[config.mk]
export PLATFORM = sky130hd
export DESIGN_NAME = ibex_vector_window_gen
export DESIGN_NICKNAME = d
export VERILOG_FILES = /design/src/rtl/ibex_vector_pkg.sv /design/src/rtl/ibex_vector_line_buf.sv /design/src/rtl/ibex_vector_window_gen.sv
export SDC_FILE = /design/constraint.sdc
export NUM_CORES = 1
export LEC_CHECK = 0
export CORE_ASPECT_RATIO = 1.2
export CORE_MARGIN = 2
export CORE_UTILIZATION = 61
export DETAILED_ROUTE_END_ITERATION = 12
export HOLD_SLACK_MARGIN = 0.15
export PLACE_DENSITY_LB_ADDON = 0.15
export SYNTH_ARGS = -nofsm -noshare
export SYNTH_HDL_FRONTEND = slang
export SYNTH_HIERARCHICAL = 1
export SYNTH_SLANG_ARGS = --single-unit
[constraint.sdc]
create_clock -name clk_i -period 6.05 [get_ports clk_i]
set_clock_uncertainty 0.1 [all_clocks]
set_input_delay 1.21 -clock clk_i [delete_from_list [all_inputs] [get_ports clk_i]]
set_output_delay 1.21 -clock clk_i [all_outputs]
set_load 0.01 [all_outputs]
[src/rtl/ibex_vector_pkg.sv]
// ibex_vector_pkg
//   Shared types and constants for the 3x3 window generator that feeds the
//   9-lane vector MAC filter.
//   - win_lane_e      : byte-lane index of each tap inside a packed window
//   - win_gen_state_e : window generator FSM states
//   - win_col_t       : one vertical 3-pixel column (row-2, row-1, current)
//   - pack_window()   : assembles three columns into the 72-bit lane order
package ibex_vector_pkg;

   localparam int unsigned WIN_LANES = 9;
   localparam int unsigned PIX_W     = 8;

   typedef enum logic [3:0] {
      WIN_C  = 4'd0,
      WIN_N  = 4'd1,
      WIN_S  = 4'd2,
      WIN_W  = 4'd3,
      WIN_E  = 4'd4,
      WIN_NW = 4'd5,
      WIN_NE = 4'd6,
      WIN_SW = 4'd7,
      WIN_SE = 4'd8
   } win_lane_e;

   typedef enum logic {
      S_IDLE = 1'b0,
      S_RUN  = 1'b1
   } win_gen_state_e;

   typedef struct packed {
      logic [PIX_W-1:0] top;   // row-2
      logic [PIX_W-1:0] mid;   // row-1
      logic [PIX_W-1:0] bot;   // current row
   } win_col_t;

   // left = column x-2, mid = column x-1, right = column x (newest)
   function automatic logic [WIN_LANES*PIX_W-1:0] pack_window(
      input win_col_t left,
      input win_col_t mid,
      input win_col_t right
   );
      logic [WIN_LANES*PIX_W-1:0] w;
      w = '0;
      w[int'(WIN_C )*PIX_W +: PIX_W] = mid.mid;
      w[int'(WIN_N )*PIX_W +: PIX_W] = mid.top;
      w[int'(WIN_S )*PIX_W +: PIX_W] = mid.bot;
      w[int'(WIN_W )*PIX_W +: PIX_W] = left.mid;
      w[int'(WIN_E )*PIX_W +: PIX_W] = right.mid;
      w[int'(WIN_NW)*PIX_W +: PIX_W] = left.top;
      w[int'(WIN_NE)*PIX_W +: PIX_W] = right.top;
      w[int'(WIN_SW)*PIX_W +: PIX_W] = left.bot;
      w[int'(WIN_SE)*PIX_W +: PIX_W] = right.bot;
      return w;
   endfunction

endpackage

[src/rtl/ibex_vector_line_buf.sv]
// ibex_vector_line_buf
//   One image line of pixel storage. Combinational read, synchronous write;
//   a read and a write to the same address in one cycle returns the old value.
//   Ports:
//     clk_i       clock
//     i_we        write enable
//     i_addr      read/write address (pixel column)
//     i_wr_data   data written at i_addr on the rising edge when i_we
//     o_rd_data   current contents at i_addr
module ibex_vector_line_buf
   import ibex_vector_pkg::*;
#(
   parameter int unsigned DEPTH = 64,
   parameter int unsigned AW    = $clog2(DEPTH)
) (
   input  logic             clk_i,
   input  logic             i_we,
   input  logic [AW-1:0]    i_addr,
   input  logic [PIX_W-1:0] i_wr_data,
   output logic [PIX_W-1:0] o_rd_data
);

   logic [PIX_W-1:0] r_mem [DEPTH];

   assign o_rd_data = r_mem[i_addr];

   always_ff @(posedge clk_i) begin
      if (i_we) begin
         r_mem[i_addr] <= i_wr_data;
      end
   end

endmodule

[src/rtl/ibex_vector_window_gen.sv]
// ibex_vector_window_gen
//   Turns a raster pixel stream into packed 3x3 neighbourhoods, one per
//   interior pixel, for the vector MAC filter.
//   Ports:
//     clk_i, rst_i    clock, synchronous active-high reset
//     pix_valid_i     input pixel valid
//     pix_ready_o     input pixel accepted when valid && ready
//     pix_data_i      8-bit pixel
//     pix_sof_i       first pixel of a frame
//     win_valid_o     window valid
//     win_ready_i     downstream takes the window
//     win_data_o      window in [71:0], upper bits zero
//     win_last_o      final window of the frame
//     frame_done_o    pulse after the last pixel of a frame is accepted
module ibex_vector_window_gen
   import ibex_vector_pkg::*;
#(
   parameter int unsigned IMG_WIDTH  = 64,
   parameter int unsigned IMG_HEIGHT = 64
) (
   input  logic                 clk_i,
   input  logic                 rst_i,
   input  logic                 pix_valid_i,
   output logic                 pix_ready_o,
   input  logic [PIX_W-1:0]     pix_data_i,
   input  logic                 pix_sof_i,
   output logic                 win_valid_o,
   input  logic                 win_ready_i,
   output logic [127:0]         win_data_o,
   output logic                 win_last_o,
   output logic                 frame_done_o
);

   localparam int unsigned CW = $clog2(IMG_WIDTH);
   localparam int unsigned RW = $clog2(IMG_HEIGHT);
   localparam logic [CW-1:0] COL_MAX = CW'(IMG_WIDTH - 1);
   localparam logic [RW-1:0] ROW_MAX = RW'(IMG_HEIGHT - 1);
   localparam int unsigned WIN_W_BITS = WIN_LANES * PIX_W;

   win_gen_state_e r_state, w_state_n;
   logic [RW-1:0]  r_row, w_row_n, w_row;
   logic [CW-1:0]  r_col, w_col_n, w_col;

   logic w_accept, w_active, w_at_end, w_win_fire;
   logic [PIX_W-1:0] w_lb1_rd, w_lb2_rd;
   win_col_t w_new_col, r_col1, r_col2;

   logic                  r_win_valid;
   logic [WIN_W_BITS-1:0] r_win_data;
   logic                  r_win_last;
   logic                  r_frame_done;

   assign pix_ready_o = !r_win_valid || win_ready_i;
   assign w_accept    = pix_valid_i && pix_ready_o;
   // An accepted sof starts a frame from any state; otherwise only S_RUN
   // pixels take part, and S_IDLE pixels are dropped.
   assign w_active    = w_accept && (pix_sof_i || (r_state == S_RUN));
   assign w_row       = pix_sof_i ? '0 : r_row;
   assign w_col       = pix_sof_i ? '0 : r_col;
   assign w_at_end    = (w_row == ROW_MAX) && (w_col == COL_MAX);
   assign w_win_fire  = w_active && (w_row >= RW'(2)) && (w_col >= CW'(2));

   always_comb begin
      w_state_n = r_state;
      w_row_n   = r_row;
      w_col_n   = r_col;
      if (w_active) begin
         if (w_at_end) begin
            w_state_n = S_IDLE;
            w_row_n   = '0;
            w_col_n   = '0;
         end else begin
            w_state_n = S_RUN;
            if (w_col == COL_MAX) begin
               w_col_n = '0;
               w_row_n = w_row + 1'b1;
            end else begin
               w_col_n = w_col + 1'b1;
               w_row_n = w_row;
            end
         end
      end
   end

   always_ff @(posedge clk_i) begin
      if (rst_i) begin
         r_state <= S_IDLE;
         r_row   <= '0;
         r_col   <= '0;
      end else begin
         r_state <= w_state_n;
         r_row   <= w_row_n;
         r_col   <= w_col_n;
      end
   end

   // lb1 = previous line, lb2 = line before; lb2 takes lb1's old value.
   ibex_vector_line_buf #(.DEPTH(IMG_WIDTH), .AW(CW)) u_lb1 (
      .clk_i     (clk_i),
      .i_we      (w_active),
      .i_addr    (w_col),
      .i_wr_data (pix_data_i),
      .o_rd_data (w_lb1_rd)
   );

   ibex_vector_line_buf #(.DEPTH(IMG_WIDTH), .AW(CW)) u_lb2 (
      .clk_i     (clk_i),
      .i_we      (w_active),
      .i_addr    (w_col),
      .i_wr_data (w_lb1_rd),
      .o_rd_data (w_lb2_rd)
   );

   assign w_new_col = '{top: w_lb2_rd, mid: w_lb1_rd, bot: pix_data_i};

   // Only the two older columns are stored; the newest is the live input.
   // Stale columns across a line wrap are masked by the col >= 2 gate.
   always_ff @(posedge clk_i) begin
      if (w_active) begin
         r_col1 <= w_new_col;
         r_col2 <= r_col1;
      end
   end

   always_ff @(posedge clk_i) begin
      if (rst_i) begin
         r_win_valid  <= 1'b0;
         r_win_data   <= '0;
         r_win_last   <= 1'b0;
         r_frame_done <= 1'b0;
      end else begin
         r_frame_done <= w_active && w_at_end;
         if (w_win_fire) begin
            r_win_valid <= 1'b1;
            r_win_data  <= pack_window(r_col2, r_col1, w_new_col);
            r_win_last  <= w_at_end;
         end else if (win_ready_i) begin
            r_win_valid <= 1'b0;
         end
      end
   end

   assign win_valid_o              = r_win_valid;
   assign win_data_o[127:WIN_W_BITS] = '0;
   assign win_data_o[WIN_W_BITS-1:0] = r_win_data;
   assign win_last_o               = r_win_last;
   assign frame_done_o             = r_frame_done;

endmodule
==> results of run 1 <==
## final cells by class
type                       count  area share
multi-input combinational   1495       0.219
timing repair buffer         242      0.0414
tap                         1017      0.0243
clock buffer                 149      0.0559
antenna                        1   0.0000477
inverter                      10    0.000811
sequential                  1160       0.647
clock inverter                56      0.0116
## layout by cell type (no fill, tap or decap), drive strengths merged, types with 20 or more instances in the layout
cell type      netlist  final
a21oi               63     63
a221o               22     22
a221oi              42     42
a22o                20     20
a22oi               80     80
a31oi               37     37
and2                22     22
and3                20     20
buf                155    163
clkbuf              95    149
clkdlybuf4s50        0     79
clkinv               0     34
conb                 1     56
dfxtp               88     88
edfxtp            1072   1072
mux2                24     24
mux2i              198    198
mux4                82     82
nand2               97     97
nand2b             196    196
nand3               23     23
nand3b              25     25
nor2               168    168
nor2b               24     24
o21ai               29     29
o22a                22     22
o22ai               44     44
## power breakdown
group          switching (mW)  leakage, nW  internal, mW
Combinational           0.497         4.48         0.190
Clock                    2.93         1.71          3.84
Sequential             0.0124         10.4          8.85
Total                    3.44         16.6          12.9
## worst paths after layout
| kind | endpoint | start |
|---|---|---|
| setup / recovery | u_lb2/r_mem[33][3]$_DFFE_PP_ | pix_sof_i |
| hold reg to reg | r_col2[4]$_DFFE_PP_ | r_col1[4]$_DFFE_PP_ |
| setup reg to reg | u_lb2/r_mem[33][3]$_DFFE_PP_ | r_col[2]$_SDFFE_PP0P_ |
| hold / removal | r_col2[4]$_DFFE_PP_ | r_col1[4]$_DFFE_PP_ |
## kinds of logic after synthesis
group	Yosys count
flip-flops	1160
AND/OR/NAND/NOR	661
AO/OA/AOI/OAI	470
multiplexers	304
buffers and inverters	260
adder cells (fa/ha/maj)	4
other	1
## metrics by stage
stage               setup slack (ns)  power, mW
floorplan                      0.825       9.43
global placement              0.0470       9.70
detailed placement           0.00500       9.72
CTS                            0.691       16.4
global route                   0.248       16.7
finish                         0.251       16.3
## state kept, by name (all words and copies together), names as in the netlist
signal,count
frame_done_o,1
u_lb2/r_mem,512
win_last_o,1
r_row,6
r_col2,24
u_lb1/r_mem,512
r_col,6
r_win_data,72
r_col1,24
win_valid_o,1
r_state,1
## worst max-delay path: stages
cell and delay [ns]:
clkdlybuf4s50_1 0.72, nor2b_4 0.39, buf_12 0.34, buf_4 0.33, nor2b_1 0.21, buf_4 0.23, a22oi_1 0.10, and3_1 0.19
o311ai_0 1.25, or4_2 0.30, buf_4 0.55
## layer usage
metal,wire (um),vias to the layer above,GRT usage
li1,-,11465,-
met1,43200,13759,0.378
met2,59800,1552,0.510
met3,9160,340,0.0495
met4,6960,0,0.163
met5,0,-,0
==> summary.txt, run 1 <==
Outcome
  • Status: finished with violations
  • Failing checks: capacitance limit, slew limit

Worst hold path
  • Min-delay worst type: reg2reg
  • Worst Hold Depth: 0

GRT
  • Grt total ovfl: 0
  • First-pass GRT wire length: 175000 um
  • Number of global-route vias before repair: 26882
  • Initial antenna violation count: 0
  • Overall routing resource usage: 0.302
  • Largest net degree at the start of global routing: 104

Logic synthesis
  • Post-Syn Instances: 2860
  • Adder-cell share of the synthesized area: 0.00107
  • Number of flops mapped to enable cells by yosys: 1072
  • Top-count cell post-synth: edfxtp_1
  • Sequential share of the synthesized area: 0.729
  • Synth top area cells: edfxtp_1 69%, mux2i_1 4.3%, mux4_2 4.0%
  • Yosys top cell area share: 0.691
  • Number of distinct library cells after synthesis: 66
  • Largest family of logic cells by synthesized area: multiplexers
  • Yosys warns: 6
  • Synthesized area per cell: 16.3 um2
  • Synth area leader: edfxtp_1
  • Main flop type after synthesis: edfxtp_1
  • Post-Synth Simple-Gate Area: 0.0773
  • Async set-reset flop share out of synthesis: 0
  • Commonest cells in the netlist: 1072 x edfxtp_1, 198 x mux2i_1, 196 x nand2b_1
  • Synthesis-stage register bit count: 1160
  • Synth Area in Compound Gates: 0.0744
  • Cell area after synthesis: 46600 um2
  • Multiplexer share of the synthesized area: 0.0880
  • Xor-xnor portion of the synthesized cell area: 0

STA
  • Worst Max-Slew Pin Slew: 1.53 ns
  • Final Cycle Share: 0.959
  • Final hold vios: 0
  • RSZ-0062 raised after global routing: no
  • Count of pins over their slew limit: 2
  • Slew margin rel.: -0.0345
  • Fmax: 0.172 GHz
  • Setup Viol. Count Final: 0
  • Worst hold slack: 0.349 ns
  • Final min period: 5.80 ns
  • Setup TNS: 0 ns

Clocking
  • Clock Sinks: 1160
  • Hold-fix buffers, CTS: 0
  • H-tree depth: 3
  • CTS Buf Count: 108
  • CTS tree: yes
  • Clk pin slew, worst setup/hold paths: 0.06 ns
  • Setup Buffers After CTS: 0
  • Post-cts resize count: 0
  • CTS root buffer: clkbuf_16
  • CTS Buffer Depth: 3
  • Clock network latency to the later pin of the worst-skew pair: 0.70 ns

Die
  • Core ar.: 76000 um2
  • Die area: 78600 um2
  • Die H: 307 um
  • Row count: 111
  • Starting Density: 0.613
  • IO Pins: 145
  • DIE WIDTH: 256 um

Placement
  • Cell count after placement: 3924
  • Placed instance area: 48900 um2
  • Number of buffers added on ports: 88
  • Final GP Congestion: 0.940
  • Post-DP HPWL: 74800 um

Power
  • Static leakage: 16.6 nW
  • Pwr dens: 311 nW/um2
  • Largest vdd supply drop: 0.300 mV

Layout
  • Layout area overhead: 12.6%
  • Final #Nets: 3034
  • Register area: 34000 um2
  • Final core occ: 0.690
  • Fill count: 5008
  • Layout cell share with drive strength beyond 1: 0.141
  • Post-route cell area: 52400 um2
  • Post-route insts no fill: 4130
  • Multi-input logic area: 11500 um2

Setup path
  • Critical path class: in2reg
  • Crit start category: input port
  • Worst-path fanout max: 67
  • R2r setup slk: 1.05 ns
  • WP data arrival: 6.07 ns
  • Critical path capture point type: flop
  • CP required: 6.32 ns
  • Worst r2r path cells: 10

Detailed routing
  • Detailed Route WL: 119000 um
  • Routed length per instance: 28.8 um
  • DRC: 0
  • Post-DRT Antenna Nets: 0
  • DR iter-0 viols: 3105
  • DR vias: 27116
  • Via density: 6.57
  • Router iterations before antenna repair: 6

Flow run
  • # Max-Cap Violations: 1
Power figures use the tool's default switching activity.
==> inputs of run 2 (changes only) <==
==> constraint.sdc (replaced) <==
create_clock -name clk_i -period 6.3 [get_ports clk_i]
set_clock_uncertainty 0.1 [all_clocks]
set_input_delay 1.26 -clock clk_i [delete_from_list [all_inputs] [get_ports clk_i]]
set_output_delay 1.26 -clock clk_i [all_outputs]
set_load 0.01 [all_outputs]
==> run 2 against run 1 <==
  * The flow finishes with violations (DRC)
  * Cell area decreased by 0.30%
  * Hold slack better by 0.0015 ns
  * Global-route usage shrank 0.11 points
  * Sequential power decreased by 4.0%
  * Worst setup slack better by 0.75 ns
  * Utilization decreased by 0.21 points
  * First-iteration DRC count grew 7.7%
  * Power fell by 4.9%
  * Register-to-register slack gained 0.72 ns
  * Combinational power down 2.9%
  * Sequential cell count did not move
  * Critical path depth stayed put
==> summary.txt, run 2 (synthesized netlist as in run 1, its figures left out) <==
Setup path
  • Critical path class: in2reg (unchanged)
  • Crit start category: input port (unchanged)
  • R2r setup slk: 1.77 ns (was 1.05 ns)
  • Worst r2r path cells: 10 (unchanged)
  • CP required: 6.75 ns (was 6.32 ns)
  • Worst-path fanout max: 74 (was 67)
  • R2R Path End: r_win_data[53]$_SDFFE_PP0P_ (was u_lb2/r_mem[33][3]$_DFFE_PP_)
  • Critical R2R Launch: r_col[1]$_SDFFE_PP0P_ (was r_col[2]$_SDFFE_PP0P_)
  • WP data arrival: 5.74 ns (was 6.07 ns)
  • Critical path capture point type: flop (unchanged)

GRT
  • Largest net degree at the start of global routing: 84 (was 104)
  • Number of global-route vias before repair: 26378 (was 26882)
  • Overall routing resource usage: 0.301 (was 0.302)
  • Grt total ovfl: 0 (unchanged)
  • First-pass GRT wire length: 174000 um (was 175000 um)
  • Initial antenna violation count: 1 (was 0)

Outcome
  • Failing checks: DRC (was capacitance limit, slew limit)
  • Status: finished with violations (unchanged)

STA
  • Fmax: 0.189 GHz
  • Worst Max-Slew Pin Slew: 1.18 ns (was 1.53 ns)
  • Fin worst setup slack: 1.00 ns (was 0.251 ns)
  • Final min period: 5.30 ns
  • Slew margin rel.: 0.212 (was -0.0345)
  • Final Cycle Share: 0.841
  • Setup TNS: 0 ns (unchanged)
  • RSZ-0062 raised after global routing: no (unchanged)
  • Final hold vios: 0 (unchanged)
  • Setup Viol. Count Final: 0 (unchanged)
  • Count of pins over their slew limit: 0 (was 2)

Power
  • Pwr dens: 297 nW/um2 (was 311 nW/um2)
  • Largest vdd supply drop: 0.322 mV (was 0.300 mV)
  • Static leakage: 16.5 nW (was 16.6 nW)
  • Power Total: 15.5 mW (was 16.3 mW)

Clocking
  • CTS Buf Count: 107 (was 108)
  • Clock network latency to the later pin of the worst-skew pair: 0.68 ns (was 0.70 ns)
  • Clock Sinks: 1160 (unchanged)
  • CTS Buffer Depth: 3 (unchanged)
  • Setup Buffers After CTS: 0 (unchanged)
  • Post-cts resize count: 0 (unchanged)
  • CTS tree: yes (unchanged)
  • CTS root buffer: clkbuf_16 (unchanged)
  • Clk pin slew, worst setup/hold paths: 0.06 ns (about the same)
  • H-tree depth: 3 (unchanged)
  • Hold-fix buffers, CTS: 0 (unchanged)

Layout
  • Post-route insts no fill: 4107 (was 4130)
  • Final #Nets: 3020 (was 3034)
  • Commonest non-fill, non-tap cells in the layout: 1072 x edfxtp_1, 198 x mux2i_1, 196 x nand2b_1 (unchanged)
  • Final core occ: 0.688 (was 0.690)
  • Largest regs: u_lb1/r_mem x512, u_lb2/r_mem x512, r_win_data x72 (unchanged)
  • Layout area overhead: 12.2% (was 12.6%)
  • Antenna diodes: 0 (was 1)
  • Commonest non-fill, non-tap cell in the layout: edfxtp_1 (unchanged)
  • Layout cell share with drive strength beyond 1: 0.139 (was 0.141)

Placement
  • Final GP Congestion: 0.952 (was 0.940)
  • Worst slack, placed: 0.446 ns (was 0.00500 ns)
  • Number of buffers added on ports: 88 (unchanged)
  • Cell count after placement: 3911 (was 3924)
  • Post-DP HPWL: 74400 um (was 74800 um)

Die
  • IO Pins: 145 (unchanged)
  • Die H: 307 um (unchanged)
  • DIE WIDTH: 256 um (unchanged)
  • Die area: 78600 um2 (unchanged)
  • Starting Density: 0.613 (unchanged)
  • Row count: 111 (unchanged)
  • Core ar.: 76000 um2 (unchanged)

Detailed routing
  • Routed length per instance: 28.9 um (was 28.8 um)
  • Post-DRT Antenna Nets: 0 (unchanged)
  • Router iterations before antenna repair: 11 (was 6)
  • Detailed Route WL: 119000 um (about the same)
  • DR iter-0 viols: 3345 (was 3105)
  • DRC: 1 (was 0)
  • Via density: 6.53 (was 6.57)
  • DR vias: 26809 (was 27116)

Worst hold path
  • Hold Startpoint: r_col1[16]$_DFFE_PP_ (was r_col1[4]$_DFFE_PP_)
  • Min-delay worst type: reg2reg (unchanged)
  • Hold path endpoint: r_col2[16]$_DFFE_PP_ (was r_col2[4]$_DFFE_PP_)
  • Worst Hold Depth: 0 (unchanged)

Flow run
  • # Max-Cap Violations: 0 (was 1)
==> run 2: changes by cell type in the layout (fill, tap and decap cells not counted), sizes merged <==
| cell | change |
|---|---|
| clkbuf | -19 |
| buf | -13 |
| clkinv | +9 |
| clkinvlp | +1 |
| diode | -1 |
==> run 2: area by class of cell <==
class | instances | area [um2]
clock buffer | 130 | 2820
clock inverter | 66 | 607
fill | 4974 | 23700
inverter | 10 | 42.5
multi-input combinational | 1495 | 11500
sequential | 1160 | 34000
tap | 1017 | 1270
timing repair buffer | 229 | 2120
==> run 2: critical path: stages <==
cell             delay, ns
clkdlybuf4s50_1       0.59
nor2b_4               0.70
buf_12                0.42
nand2b_1              0.57
buf_4                 0.32
o22ai_1               0.11
a221oi_1              0.46
o22ai_1               0.25
or4b_1                0.75
nand2b_1              0.14
mux2i_1               0.07
==> run 2: routing by layer <==
| metal | track usage | up-vias | routed length, um |
|---|---|---|---|
| met2 | 0.502 | 1482 | 59500 |
| met5 | 0 | - | 17 |
| met4 | 0.166 | 2 | 6990 |
| met3 | 0.0476 | 350 | 9480 |
| met1 | 0.382 | 13537 | 42900 |
| li1 | - | 11438 | - |
==> run 2: per-stage QoR <==
stage          hold slack, ns  area [um2]
2_1_floorplan           0.328       46800
3_3_place_gp            0.329       48900
3_5_place_dp            0.336       48900
4_1_cts                 0.350       52300
5_1_grt                 0.353       52300
6_report                0.350       52300
==> run 2: power by group <==
| group | switching, mW | internal [mW] |
|---|---|---|
| registers | 0.0117 | 8.50 |
| logic | 0.477 | 0.190 |
| clock network | 2.75 | 3.60 |
==> run 2: how the worst max path moves through the flow <==
| stage | startpoint | endpoint | slack, ns |
|---|---|---|---|
| 2_1_floorplan | pix_sof_i | r_col1[10]$_DFFE_PP_ | 1.03 |
| 3_3_place_gp | pix_sof_i | r_win_data[53]$_SDFFE_PP0P_ | 0.42 |
| 3_5_place_dp | pix_sof_i | r_win_data[53]$_SDFFE_PP0P_ | 0.45 |
| 4_1_cts | pix_sof_i | r_win_data[53]$_SDFFE_PP0P_ | 1.14 |
| 5_1_grt | pix_sof_i | r_win_data[53]$_SDFFE_PP0P_ | 1.03 |
| 6_report | pix_sof_i | r_win_data[53]$_SDFFE_PP0P_ | 1.00 |
